==> src/rtl/heat_bus_pkg.sv <==
// Shared types and constants for the heat-solver bus master.
package heat_bus_pkg;

  // Default grid size (cells per grid, also RUN cycles per iteration).
  localparam int CELLS_DEFAULT = 25;
  // Default length of a WRITE/READ bus phase in clock cycles.
  localparam int HOLD_DEFAULT  = 5;

  // Solver pin-protocol modes carried on ui_in[7:6].
  localparam logic [1:0] MODE_RUN  = 2'b00;
  localparam logic [1:0] MODE_WR   = 2'b01;
  localparam logic [1:0] MODE_RD   = 2'b10;
  localparam logic [1:0] MODE_IDLE = 2'b11;

  // Idle/no-op word driven on ui_in between phases.
  localparam logic [7:0] BUS_IDLE = {MODE_IDLE, 6'd0};

  // Host command opcodes; encoding 3 is reserved and rejected.
  typedef enum logic [1:0] {
    OP_RUN   = 2'd0,
    OP_WRITE = 2'd1,
    OP_READ  = 2'd2
  } op_e;

  // Master sequencing states.
  typedef enum logic [2:0] {
    ST_IDLE,
    ST_HOLD,
    ST_RUNNING,
    ST_RESP,
    ST_GAP
  } state_e;

  // Counter width able to hold both the longest RUN phase and a hold phase.
  function automatic int cnt_width(input int iter_w, input int cells, input int hold);
    int run_max;
    run_max = ((1 << iter_w) - 1) * cells;
    return $clog2((run_max > hold) ? run_max : hold);
  endfunction

endpackage

==> src/rtl/heat_bus_master_if.sv <==
// Host command/response handshake plus the solver pin bus, as one bundle.
interface heat_bus_master_if #(
  parameter int DATA_W = 4,
  parameter int ITER_W = 8
);

  logic              cmd_valid;
  logic              cmd_ready;
  logic [1:0]        cmd_op;
  logic [5:0]        cmd_addr;
  logic [DATA_W-1:0] cmd_data;
  logic [ITER_W-1:0] cmd_iters;

  logic              rsp_valid;
  logic              rsp_ready;
  logic [DATA_W-1:0] rsp_data;
  logic              rsp_err;

  logic [7:0]        bus_ui;
  logic [7:0]        bus_uio;
  logic [7:0]        bus_rd;
  logic              busy;

  // Bus master side.
  modport master (
    input  cmd_valid, cmd_op, cmd_addr, cmd_data, cmd_iters, rsp_ready, bus_rd,
    output cmd_ready, rsp_valid, rsp_data, rsp_err, bus_ui, bus_uio, busy
  );

  // Host / solver side.
  modport slave (
    output cmd_valid, cmd_op, cmd_addr, cmd_data, cmd_iters, rsp_ready, bus_rd,
    input  cmd_ready, rsp_valid, rsp_data, rsp_err, bus_ui, bus_uio, busy
  );

endinterface

==> src/rtl/heat_bus_phase_cnt.sv <==
// Down-counter timing a bus phase: load remaining-cycles-minus-one, count to zero.
module heat_bus_phase_cnt #(
  parameter int W = 13
) (
  input  logic         clk,
  input  logic         rst,
  input  logic         load_i,
  input  logic [W-1:0] load_val_i,
  input  logic         en_i,
  output logic         zero_o
);

  logic [W-1:0] cnt_q;

  // Load on accept, then decrement once per phase cycle and park at zero.
  always_ff @(posedge clk or posedge rst) begin
    // NOTE: clocked state uses non-blocking (<=) so every register samples pre-edge values.
    if (rst) begin
      cnt_q <= '0;
    end else if (load_i) begin
      cnt_q <= load_val_i;
    end else if (en_i && (cnt_q != '0)) begin
      cnt_q <= cnt_q - W'(1);
    end
  end

  assign zero_o = (cnt_q == '0);

endmodule

==> src/rtl/heat_bus_master.sv <==
// Host-side initiator that turns single-cycle WRITE/READ/RUN commands into
// correctly timed solver pin phases and returns one response per command.
module heat_bus_master
  import heat_bus_pkg::*;
#(
  parameter int HOLD_CYCLES = HOLD_DEFAULT,
  parameter int CELLS       = CELLS_DEFAULT,
  parameter int ITER_W      = 8,
  parameter int DATA_W      = 4
) (
  input logic              clk,
  input logic              rst,
  heat_bus_master_if.master bus
);

  localparam int CNT_W = cnt_width(ITER_W, CELLS, HOLD_CYCLES);

  state_e            state_q;
  logic              cmd_ready_q;
  logic              rsp_valid_q;
  logic              rsp_err_q;
  logic [DATA_W-1:0] rsp_data_q;
  logic              busy_q;
  logic              is_read_q;
  logic [7:0]        bus_ui_q;
  logic [7:0]        bus_uio_q;

  logic              accept;
  logic              addr_ok;
  logic              cnt_zero;
  logic              cnt_load;

  // Decoded view of the offered command (only acted upon when accepted).
  state_e            dec_next;
  logic              dec_err;
  logic              dec_read;
  logic [7:0]        dec_ui;
  logic [7:0]        dec_uio;
  logic [CNT_W-1:0]  dec_cnt;

  // Upper read-back pins carry nothing for us.
  logic rd_unused;
  assign rd_unused = ^bus.bus_rd[7:DATA_W];

  // cmd_ready_q is only ever high in IDLE, so it alone qualifies acceptance.
  assign accept  = bus.cmd_valid && cmd_ready_q;
  assign addr_ok = 32'(bus.cmd_addr) < 32'(CELLS);
  assign cnt_load = accept && (dec_next != ST_RESP);

  // Decode the command into its bus word, phase length and follow-on state.
  always_comb begin
    // NOTE: every always_comb output gets a default first so no path infers a latch.
    dec_next = ST_RESP;
    dec_err  = 1'b1;
    dec_read = 1'b0;
    dec_ui   = BUS_IDLE;
    dec_uio  = 8'h00;
    dec_cnt  = '0;
    case (bus.cmd_op)
      OP_RUN: begin
        dec_err = 1'b0;
        if (bus.cmd_iters != '0) begin
          dec_next = ST_RUNNING;
          dec_ui   = {MODE_RUN, 6'd0};
          dec_cnt  = CNT_W'(bus.cmd_iters) * CNT_W'(CELLS) - CNT_W'(1);
        end
      end
      OP_WRITE: begin
        if (addr_ok) begin
          dec_next = ST_HOLD;
          dec_err  = 1'b0;
          dec_ui   = {MODE_WR, bus.cmd_addr};
          dec_uio  = 8'(bus.cmd_data);
          dec_cnt  = CNT_W'(HOLD_CYCLES - 1);
        end
      end
      OP_READ: begin
        if (addr_ok) begin
          dec_next = ST_HOLD;
          dec_err  = 1'b0;
          dec_read = 1'b1;
          dec_ui   = {MODE_RD, bus.cmd_addr};
          dec_cnt  = CNT_W'(HOLD_CYCLES - 1);
        end
      end
      default: ;
    endcase
  end

  heat_bus_phase_cnt #(
    .W (CNT_W)
  ) u_phase_cnt (
    .clk        (clk),
    .rst        (rst),
    .load_i     (cnt_load),
    .load_val_i (dec_cnt),
    .en_i       (busy_q),
    .zero_o     (cnt_zero)
  );

  // Sequencer: accept, drive the phase, present the response, then force one idle gap.
  always_ff @(posedge clk or posedge rst) begin
    if (rst) begin
      state_q     <= ST_IDLE;
      cmd_ready_q <= 1'b1;
      rsp_valid_q <= 1'b0;
      rsp_err_q   <= 1'b0;
      rsp_data_q  <= '0;
      busy_q      <= 1'b0;
      is_read_q   <= 1'b0;
      bus_ui_q    <= BUS_IDLE;
      bus_uio_q   <= 8'h00;
    end else begin
      case (state_q)
        ST_IDLE: begin
          if (accept) begin
            cmd_ready_q <= 1'b0;
            rsp_data_q  <= '0;
            rsp_err_q   <= dec_err;
            is_read_q   <= dec_read;
            bus_ui_q    <= dec_ui;
            bus_uio_q   <= dec_uio;
            busy_q      <= (dec_next != ST_RESP);
            rsp_valid_q <= (dec_next == ST_RESP);
            state_q     <= dec_next;
          end
        end
        ST_HOLD, ST_RUNNING: begin
          if (cnt_zero) begin
            bus_ui_q    <= BUS_IDLE;
            bus_uio_q   <= 8'h00;
            busy_q      <= 1'b0;
            rsp_valid_q <= 1'b1;
            if (is_read_q) begin
              rsp_data_q <= bus.bus_rd[DATA_W-1:0];
            end
            state_q     <= ST_RESP;
          end
        end
        ST_RESP: begin
          if (bus.rsp_ready) begin
            rsp_valid_q <= 1'b0;
            rsp_err_q   <= 1'b0;
            state_q     <= ST_GAP;
          end
        end
        ST_GAP: begin
          cmd_ready_q <= 1'b1;
          state_q     <= ST_IDLE;
        end
        default: begin
          state_q <= ST_IDLE;
        end
      endcase
    end
  end

  assign bus.cmd_ready = cmd_ready_q;
  assign bus.rsp_valid = rsp_valid_q;
  assign bus.rsp_data  = rsp_data_q;
  assign bus.rsp_err   = rsp_err_q;
  assign bus.bus_ui    = bus_ui_q;
  assign bus.bus_uio   = bus_uio_q;
  assign bus.busy      = busy_q;

endmodule

==> src/flat_wrapper.sv <==
// flat-port wrapper written by rule: the top's interface ports become plain ports
module heat_bus_master_flat import heat_bus_pkg::*;
#(
  parameter int HOLD_CYCLES = HOLD_DEFAULT,
  parameter int CELLS       = CELLS_DEFAULT,
  parameter int ITER_W      = 8,
  parameter int DATA_W      = 4
)
  (clk, rst, bus_cmd_valid, bus_cmd_op, bus_cmd_addr, bus_cmd_data, bus_cmd_iters, bus_rsp_ready, bus_bus_rd, bus_cmd_ready, bus_rsp_valid, bus_rsp_data, bus_rsp_err, bus_bus_ui, bus_bus_uio, bus_busy);
  heat_bus_master_if #(.DATA_W(DATA_W), .ITER_W(ITER_W)) bus_i ();
  input logic clk;
  input logic rst;
  input wire logic [$bits(bus_i.cmd_valid)-1:0] bus_cmd_valid;
  input wire logic [$bits(bus_i.cmd_op)-1:0] bus_cmd_op;
  input wire logic [$bits(bus_i.cmd_addr)-1:0] bus_cmd_addr;
  input wire logic [$bits(bus_i.cmd_data)-1:0] bus_cmd_data;
  input wire logic [$bits(bus_i.cmd_iters)-1:0] bus_cmd_iters;
  input wire logic [$bits(bus_i.rsp_ready)-1:0] bus_rsp_ready;
  input wire logic [$bits(bus_i.bus_rd)-1:0] bus_bus_rd;
  output wire logic [$bits(bus_i.cmd_ready)-1:0] bus_cmd_ready;
  output wire logic [$bits(bus_i.rsp_valid)-1:0] bus_rsp_valid;
  output wire logic [$bits(bus_i.rsp_data)-1:0] bus_rsp_data;
  output wire logic [$bits(bus_i.rsp_err)-1:0] bus_rsp_err;
  output wire logic [$bits(bus_i.bus_ui)-1:0] bus_bus_ui;
  output wire logic [$bits(bus_i.bus_uio)-1:0] bus_bus_uio;
  output wire logic [$bits(bus_i.busy)-1:0] bus_busy;
  assign bus_i.cmd_valid = bus_cmd_valid;
  assign bus_i.cmd_op = bus_cmd_op;
  assign bus_i.cmd_addr = bus_cmd_addr;
  assign bus_i.cmd_data = bus_cmd_data;
  assign bus_i.cmd_iters = bus_cmd_iters;
  assign bus_i.rsp_ready = bus_rsp_ready;
  assign bus_i.bus_rd = bus_bus_rd;
  assign bus_cmd_ready = bus_i.cmd_ready;
  assign bus_rsp_valid = bus_i.rsp_valid;
  assign bus_rsp_data = bus_i.rsp_data;
  assign bus_rsp_err = bus_i.rsp_err;
  assign bus_bus_ui = bus_i.bus_ui;
  assign bus_bus_uio = bus_i.bus_uio;
  assign bus_busy = bus_i.busy;
  heat_bus_master #(.HOLD_CYCLES(HOLD_CYCLES), .CELLS(CELLS), .ITER_W(ITER_W), .DATA_W(DATA_W)) u_core (.clk(clk), .rst(rst), .bus(bus_i));
endmodule
==> config.mk <==
export PLATFORM = sky130hd
export DESIGN_NAME = heat_bus_master_flat
export DESIGN_NICKNAME = d
export VERILOG_FILES = /design/src/rtl/heat_bus_pkg.sv /design/src/rtl/heat_bus_master_if.sv /design/src/rtl/heat_bus_phase_cnt.sv /design/src/rtl/heat_bus_master.sv /design/src/flat_wrapper.sv
export SDC_FILE = /design/constraint.sdc
export NUM_CORES = 1
export LEC_CHECK = 0
export ABC_AREA = 1
export BUFFER_PORTS_ARGS = -buffer_cell sky130_fd_sc_hd__buf_2
export CAP_MARGIN = 20
export CORE_ASPECT_RATIO = 1.4
export CORE_MARGIN = 3
export CORE_UTILIZATION = 45
export CTS_CLUSTER_SIZE = 12
export DETAILED_ROUTE_END_ITERATION = 6
export PLACE_DENSITY = 0.73
export SYNTH_ARGS = -nofsm -noshare
export SYNTH_HDL_FRONTEND = slang
export SYNTH_HIERARCHICAL = 1
export SYNTH_SLANG_ARGS = --single-unit
==> constraint.sdc <==
create_clock -name clk -period 3.2 [get_ports clk]
set_clock_uncertainty 0.1 [all_clocks]
set_input_delay 0 -clock clk [delete_from_list [all_inputs] [get_ports clk]]
set_output_delay 0 -clock clk [all_outputs]
set_load 0.02 [all_outputs]
## Word level (Yosys, flattened, before mapping)

Index checks and enable logic that the tools add are counted.
Widths: inputs -> output; s select.

- Bits in registers: 41
- Input port bits: 32
- Output and inout port bits: 24
- Word-level logic and storage cells: 91

- Add/sub/neg operators: 2
- Multipliers: 1
- Magnitude comparators: 1
- Equal/unequal tests: 12
- Mux-type cells: 43
- Reduce and logical (&&, ||, !) cells: 22

Operators with widths:

| cell | count |
|---|---|
| $mux 8 | 7 |
| $mux 13 | 3 |
| $pmux 8 s2 | 2 |
| $pmux 13 s2 | 1 |
| $sub 13x1->13 const B | 2 |
| $pmux 8 s3 | 1 |
| $mux 4 | 4 |
| $logic_not 13->1 | 1 |
| $mul 8x5->13 const B | 1 |
| $reduce_bool 13->1 | 1 |
| $mux 3 | 4 |
| $mux 1 | 11 |
| $eq 3x2->1 const B | 3 |
| $pmux 3 s3 | 1 |
| $reduce_and 3->1 | 3 |
| $pmux 1 s2 | 4 |
| $pmux 4 s2 | 1 |
| $reduce_and 4->1 | 2 |
| $reduce_bool 2->1 | 4 |
| $reduce_bool 8->1 | 1 |
| $mux 7 | 1 |
| $lt 6x5->1 const B | 1 |
| $ne 2x1->1 const B | 3 |
| $pmux 3 s2 | 1 |
| 14 further kinds | 18 |

## Logic depth before layout (Yosys ltp)

Gate-level depths: netlist of run 1.

- Depth after elaboration: 6
- Depth in mapped cells: 20

## Modules after synthesis

The synthesis of run 1 kept the hierarchy.

Modules (own cells, without submodules):

| module | instances | cells an instance | area each (µm²) |
|---|---|---|---|
| heat_bus_master | 1 | 331 | 2,436.1 |
| heat_bus_phase_cnt | 1 | 139 | 942.2 |

## Least setup slack after synthesis of run 1

No wires, ideal clock.

- Path kind: input to register
- Start point: in bus_cmd_iters[3]
- End point: reg u_core.u_phase_cnt.cnt_q[10]
- Library setup time: 117 ps
- Arrival time: 2,376 ps
- Slack: 607 ps
- Stages on the path: 15
- Path buffers: 0
- Cell sequence: inv_1 > ha_1 > inv_1 > fa_1 > ha_1 > ha_1 > a21oi_1 > inv_1 > a21oi_1 > nand3_1 > nand2_1 > nor2_1 > or2_2 > nand3_1 > nand2_1

- Elaborated cells on any way between the ends: 11
- Classes of those cells: 1 x add/sub; 1 x mul; 1 x eq/ne; 5 x mux; 3 x reduce/logical

RTL lines:

| what | RTL line | source |
|---|---|---|
| start: declaration | flat_wrapper.sv:17 | `input wire logic [$bits(bus_i.cmd_iters)-1:0] bus_cmd_iters;` |
| $mul 8x5->13 | heat_bus_master.sv:65 | `dec_cnt = CNT_W'(bus.cmd_iters) * CNT_W'(CELLS) - CNT_W'(1);` |
| $sub 13x1->13 | heat_bus_master.sv:65 |  |
| $mux 13 * | heat_bus_master.sv:62 | `if (bus.cmd_iters != '0) begin` |
| $pmux 13 s2 * | heat_bus_master.sv:59 | `case (bus.cmd_op)` |
| via u_core.dec_cnt[10] | heat_bus_master.sv:39 | `logic [CNT_W-1:0] dec_cnt;` |
| $mux 13 * | heat_bus_phase_cnt.sv:20 | `end else if (load_i) begin` |
| end signal: assignment | heat_bus_phase_cnt.sv:21 | `cnt_q <= load_val_i;` |
| end signal: assignment | heat_bus_phase_cnt.sv:23 | `cnt_q <= cnt_q - W'(1);` |
| end: declaration | heat_bus_phase_cnt.sv:13 | `logic [W-1:0] cnt_q;` |

Mark *: on every way through the listed nets, which the timed path passes. The rest lies on a longest branch.
A chain may end at the register's enable or synchronous reset.

## Worst setup path after layout of run 1

- Start point: in bus_cmd_iters[4]
- End point: reg u_core.u_phase_cnt.cnt_q[10]

The elaborated chain is that of the path after synthesis.

==> results_dict.tcl, run 1 <==
set metrics [dict create \
    cts_buffers 5 \
    cts.sinks 37 \
    overflow 0 \
    row_count 36 \
    synth_warnings 6 \
    grt_max_degree 25 \
    gp_congestion 0.870 \
    clock_path_buffers 2 \
    grt_util_met3 0.0200 \
    cts_setup_buffers 0 \
    status "finished clean" \
    slew_viol_final 0 \
    finalSetupViolCount 0 \
    clk_pin_slew_worst_paths_ns 0.08 \
    max_slew.worst_pin.slew_ns 0.919 \
    yosys_register_bits 37 \
    synth_cell_types 34 \
    critPathKind "input port to flip-flop" \
    die_h_um 109 \
    post_cts_resized 0 \
    wl_mm 8.04 \
    num_vias 3195 \
    first_pass_iters 4 \
    fin_hold_ws_ns 0.0152 \
    synthTopCellsByArea "dfrtp_1, ha_1, nand2_1, nand3_1, inv_1" \
    wl_per_cell_um 12.8 \
    synthSimpleGateAreaFrac 0.329 \
    grt_pass1_wl_mm 13.3 \
    coreArea_um2 7120 \
    cts_root_buf "clkbuf_8" \
    grtUsageMet2 0.373 \
    grt_busiest_layer "met2" \
    worstPathRequired_ns 3.29 \
    grtUsageTotal 0.190 \
    initial_core_util 0.475 \
    antenna_found_initial 0 \
    synth_top_family_by_area "simple AND/OR/NAND/NOR gates" \
    cp_max_fo 5 \
    min_period_over_period 0.839 \
    syn-instance-count 470 \
    crit_family "adder cells" \
    cp_slowest_stage_delay_ns 0.42 \
    grt_pass1_vias 3089 \
    ir_worst_vdd_mv 0.425 \
    synth_top_cell_by_area "dfrtp_1" \
    setup_tns_ns 0 \
    hold_buffers 15 \
    startpoint_type "input port" \
    mappedNetlistArea_um2 3380 \
    htreeDepth 2 \
    crit_slowest_cell "fa_1" \
    pin_count 56 \
    met1_usage 0.208 \
    areaGrowthSynthToFinish_pct 16.8 \
    dpl.hpwl_mm 6.31 \
    worstPathCellList "buf_2 > inv_1 > ha_1 > inv_1 > fa_1 > ha_1 > ha_1 > a21oi_1 > inv_1 > a21oi_1 > nand3_1 > nand2_1 > nor2_1 > or2_2 > nand3_1 > nand2_1" \
    cp_data_arrival_time_ns 2.78 \
    ys_seq_area_frac 0.275 \
    crit_buf_inv 4 \
    period_needed_ns 2.69 \
    fillers 673 \
    syn_area_per_cell_um2 7.19 \
    crit_path_end_kind "flip-flop" \
    hold_violations 0 \
    cap_violations 0 \
    holdCritPathClass "input port to flip-flop" \
    die_area_um2 8600 \
    die_x_um 79.2 \
    portBuffers 47 \
    rsz0062_at_grt "no" \
    total_leakage_power_nw 2.16 \
    synth_mux_area_frac 0 \
    synth_adder_area_share 0.179 \
    clock.fmax_ghz 0.372 \
    drive_above_1_share 0.164 \
    p_per_area_nw_per_um2 778 \
    cts_tree "yes" \
    synth_xor_area_frac 0.0259 \
    drt_iter0_markers 214 \
    synth_top_area_share 0.252 \
    antenna_cells 0 \
    vias_per_cell 5.07 \
    clk_latency_ns 0.29 \
    ant_nets 0 \
    finalNetCount 612 \
    slew_headroom 0.386 \
    drc 0 \
    synth_compound_area_frac 0.0941 \
]
-- cell families after synthesis --
kind of cell / count (synthesis)
and+or+nand+nor: 247
buffers and inverters: 75
AOI/OAI and AO/OA: 54
adders and majority gates: 46
DFF: 37
xor gates and xnor gates: 10
other: 1
-- registers in the layout, summed over array words and instances, names as in the netlist --
name	flops
u_core/bus.cmd_ready	1
u_core/is_read_q	1
u_core/bus.rsp_err	1
u_core/bus.rsp_data	4
u_core/bus.busy	1
u_core/bus.bus_ui	8
u_core/bus.rsp_valid	1
u_core/bus.bus_uio	4
u_core/u_phase_cnt/cnt_q	13
u_core/state_q	3
-- worst register-to-register path: stages (launching register included) --
cell and delay [ns]:
dfrtp_1 0.43, nor2_2 0.17, nand2_1 0.14, nor3_1 0.20, inv_1 0.09, nand2_4 0.09, nand2_4 0.06, nor2_4 0.19
inv_4 0.15, nand2_1 0.11, o21ai_2 0.05
-- cell usage after synthesis (all sizes together) --
cell type / instances
nand4: 9
o21ai: 28
a21o: 1
fa: 4
xor2: 7
o21bai: 3
nand2: 128
ha: 42
nand3b: 2
dfrtp: 34
a21oi: 19
o211ai: 1
xnor2: 3
nor3: 3
o21a: 2
buf: 8
nand3: 51
dfstp: 3
nor2: 51
inv: 66
conb: 1
or2: 3
clkbuf: 1
-- per-stage QoR --
stage / total power [mW] / instance area (um^2) / cells / util / worst slack, ns
3_5_place_dp: 2.63 / 3680 / 607 / 0.517 / 0.236
2_1_floorplan: 2.27 / 3390 / 473 / - / 0.607
4_1_cts: 3.08 / 3950 / 630 / 0.554 / 0.536
6_report: 3.07 / 3950 / 630 / 0.554 / 0.515
3_3_place_gp: 2.58 / 3680 / 607 / 0.517 / 0.275
5_1_grt: 3.34 / 3950 / 630 / 0.554 / 0.313
-- where the power goes --
group          switching, mW  leakage (nW)  internal (mW)
Sequential             0.147         0.480          0.667
Combinational           1.23          1.62          0.605
Clock                  0.182        0.0543          0.233
Total                   1.56          2.16           1.50
-- routing by layer --
layer,wire (um),vias to the layer above
met5,0,-
met3,335,14
met2,4460,83
met1,3110,1467
met4,136,0
li1,-,1631
-- cell type report --
class | count | area, um^2 | share of cell area
Clock buffer | 5 | 68.8 | 0.0174
Inverter | 66 | 250 | 0.0634
Clock inverter | 3 | 46.3 | 0.0117
Timing Repair Buffer | 63 | 393 | 0.0996
Multi-Input combinational cell | 361 | 2140 | 0.542
Sequential cell | 37 | 930 | 0.236
Tap cell | 95 | 119 | 0.0301
-- cell usage in the layout, fill, tap and decap left out, types with 5 or more instances in the layout --
master / instances
a21oi_1: 19
nand4_1: 9
buf_2: 47
xor2_1: 7
dfrtp_1: 34
inv_1: 63
ha_1: 42
nand3_1: 50
nand2_1: 120
o21ai_2: 8
o21ai_0: 17
nor2_1: 45
clkbuf_8: 5
dlygate4sd3_1: 15
-- final timing paths --
path,startpoint,cells after the start,end,slack (ns)
min in group asynchronous,rst,3,u_core/u_phase_cnt/cnt_q[11]$_DFFE_PP0P_,0.23
worst max-delay path,bus_cmd_iters[4],16,u_core/u_phase_cnt/cnt_q[10]$_DFFE_PP0P_,0.51
worst max register to register,u_core/u_phase_cnt/cnt_q[4]$_DFFE_PP0P_,10,u_core/bus.bus_ui[2]$_DFFE_PP0P_,1.30
worst min-delay path,bus_cmd_valid,3,u_core/bus.bus_ui[3]$_DFFE_PP0P_,0.02
worst min register to register,u_core/bus.bus_ui[6]$_DFFE_PP1P_,2,u_core/bus.bus_ui[6]$_DFFE_PP1P_,0.36
max in group asynchronous,rst,3,u_core/bus.rsp_data[1]$_DFFE_PP0P_,2.06
Note: power is estimated with default switching activity, not from simulation.
==> run 2: changes to the inputs <==
==> constraint.sdc (replaced) <==
create_clock -name clk -period 2.77 [get_ports clk]
set_clock_uncertainty 0.1 [all_clocks]
set_input_delay 0 -clock clk [delete_from_list [all_inputs] [get_ports clk]]
set_output_delay 0 -clock clk [all_outputs]
set_load 0.02 [all_outputs]
==> run 2 against run 1 <==
  * Sequential share of layout area shrank 0.68 points
  * First-iteration DRC count grew 5.1%
  * Critical path depth grew 1
  * Combinational power grew 18%
  * Flip-flop and latch count is the same
  * Sequential power grew 16%
  * Non-clock buffer count grew 15
  * Register-to-register slack lost 0.50 ns
==> results_dict.tcl, run 2 (synthesis results as in run 1) <==
set metrics [dict create \
    largest_register_ffs 13 \
    num_vias 3271 \
    drive_above_1_share 0.189 \
    layout_common_cells "nand2_1, inv_1, nand3_1" \
    rsz0062_at_grt "no" \
    antenna_cells 0 \
    first_pass_iters 5 \
    fin_hold_ws_ns 0.0233 \
    cap_violations 0 \
    vias_per_cell 5.07 \
    power_mw 3.60 \
    slew_viol_final 0 \
    cts_root_buf "clkbuf_8" \
    total_leakage_power_nw 2.23 \
    wl_mm 8.31 \
    finalNetCount 627 \
    hold_violations 0 \
    period_needed_ns 2.57 \
    cp_data_arrival_time_ns 2.65 \
    top_register "u_core/u_phase_cnt/cnt_q" \
    row_count 36 \
    areaGrowthSynthToFinish_pct 20.2 \
    holdCritPathClass "input port to flip-flop" \
    die_area_um2 8600 \
    ant_nets 0 \
    slew_headroom 0.403 \
    finalSetupViolCount 0 \
    clock.fmax_ghz 0.390 \
    power_frac_comb 0.604 \
    final_common_cell "nand2_1" \
    startpoint_type "input port" \
    wl_per_cell_um 12.9 \
    grt_max_degree 25 \
    crit_path_end_kind "flip-flop" \
    die_x_um 79.2 \
    gp_congestion 0.867 \
    drc 0 \
    status "finished clean" \
    clkPwrFrac 0.134 \
    max_slew.worst_pin.slew_ns 0.895 \
    portBuffers 47 \
    clk_latency_ns 0.30 \
    grt_pass1_vias 3180 \
    cts.sinks 37 \
    cp_max_fo 4 \
    dpl.hpwl_mm 6.49 \
    ir_worst_vdd_mv 0.418 \
    antenna_found_initial 0 \
    pin_count 56 \
    grtUsageTotal 0.204 \
    switching_share 0.505 \
    min_period_over_period 0.927 \
    setup_tns_ns 0 \
    coreArea_um2 7120 \
    critPathKind "input port to flip-flop" \
    initial_core_util 0.475 \
    htreeDepth 2 \
    clk_pin_slew_worst_paths_ns 0.08 \
    p_int_mw 1.78 \
    worstPathRequired_ns 2.86 \
    die_h_um 109 \
    cts_buffers 5 \
    drt_iter0_markers 225 \
    p_per_area_nw_per_um2 886 \
    cts_tree "yes" \
    grt_pass1_wl_mm 13.9 \
    overflow 0 \
    pwr-share-seq 0.263 \
    final_util 0.571 \
    switchingPower_mw 1.82 \
    clock_path_buffers 2 \
]
[run 2: changes by cell type in the layout (fill, tap and decap cells not counted)]
| cell | delta |
|---|---|
| a21oi_1 | -1 |
| a21oi_2 | +1 |
| buf_4 | +15 |
[run 2: path summary, 6_finish.rpt]
check	start	end	slack, ns	cells past startpoint
max	bus_cmd_iters[2]	u_core/u_phase_cnt/cnt_q[9]$_DFFE_PP0P_	0.20	17
min	bus_cmd_valid	u_core/bus.bus_ui[3]$_DFFE_PP0P_	0.02	3
max reg2reg	u_core/u_phase_cnt/cnt_q[4]$_DFFE_PP0P_	u_core/bus.rsp_data[1]$_DFFE_PP0P_	0.80	10
min reg2reg	u_core/bus.bus_ui[6]$_DFFE_PP1P_	u_core/bus.bus_ui[6]$_DFFE_PP1P_	0.37	2
max in group asynchronous	rst	u_core/bus.bus_uio[3]$_DFFE_PP0P_	1.67	3
min in group asynchronous	rst	u_core/u_phase_cnt/cnt_q[4]$_DFFE_PP0P_	0.19	3
[run 2: critical path, cell delays in order]
cell	delay [ns]
buf_2	0.10
inv_1	0.12
ha_1	0.28
xor2_1	0.18
ha_1	0.18
o21bai_1	0.16
ha_1	0.29
ha_1	0.35
a21oi_1	0.21
nor2_1	0.07
nor2_1	0.12
nand3_1	0.09
nand2_1	0.06
nor2_1	0.04
or2_2	0.28
nand3_1	0.08
nand2_1	0.05
[run 2: repair_timing]
action                     4_1_cts  5_1_grt
gates resized for setup          0        1
setup buffers                    0        0
hold buffers                    15        0
setup endpoints to repair        0        1
hold endpoints to repair        48        0
[run 2: final cells by class]
class | instances | area (um^2)
fillers | 679 | 3060
inverters | 66 | 250
clock inverters | 3 | 46.3
multi-input cells | 361 | 2140
repair buffers | 78 | 505
well taps | 95 | 119
clock buffers | 5 | 68.8
flip-flops and latches | 37 | 930
[run 2: per-layer routing]
| metal | up-vias | global-route usage | wire length, um |
|---|---|---|---|
| li1 | 1663 | - | - |
| met1 | 1503 | 0.220 | 3090 |
| met2 | 86 | 0.395 | 4620 |
| met3 | 19 | 0.0200 | 336 |
| met4 | 0 | 0.0872 | 259 |
| met5 | - | 0 | 0 |
[run 2: metrics by stage]
stage               cell area, um^2  instances  setup slack [ns]
finish                         4060        645             0.203
global route                   4060        645            0.0326
CTS                            4060        645             0.225
detailed placement             3790        622           -0.0869
global placement               3790        622           -0.0139
floorplan                      3390        473             0.177
[run 2: power groups by stage]
stage	logic [mW]	clock network, mW	registers (mW)
floorplan	1.59	0	1.04
global placement	2.08	0	0.942
detailed placement	2.14	0	0.953
CTS	2.17	0.496	0.942
global route	2.46	0.512	0.971
finish	2.17	0.482	0.945
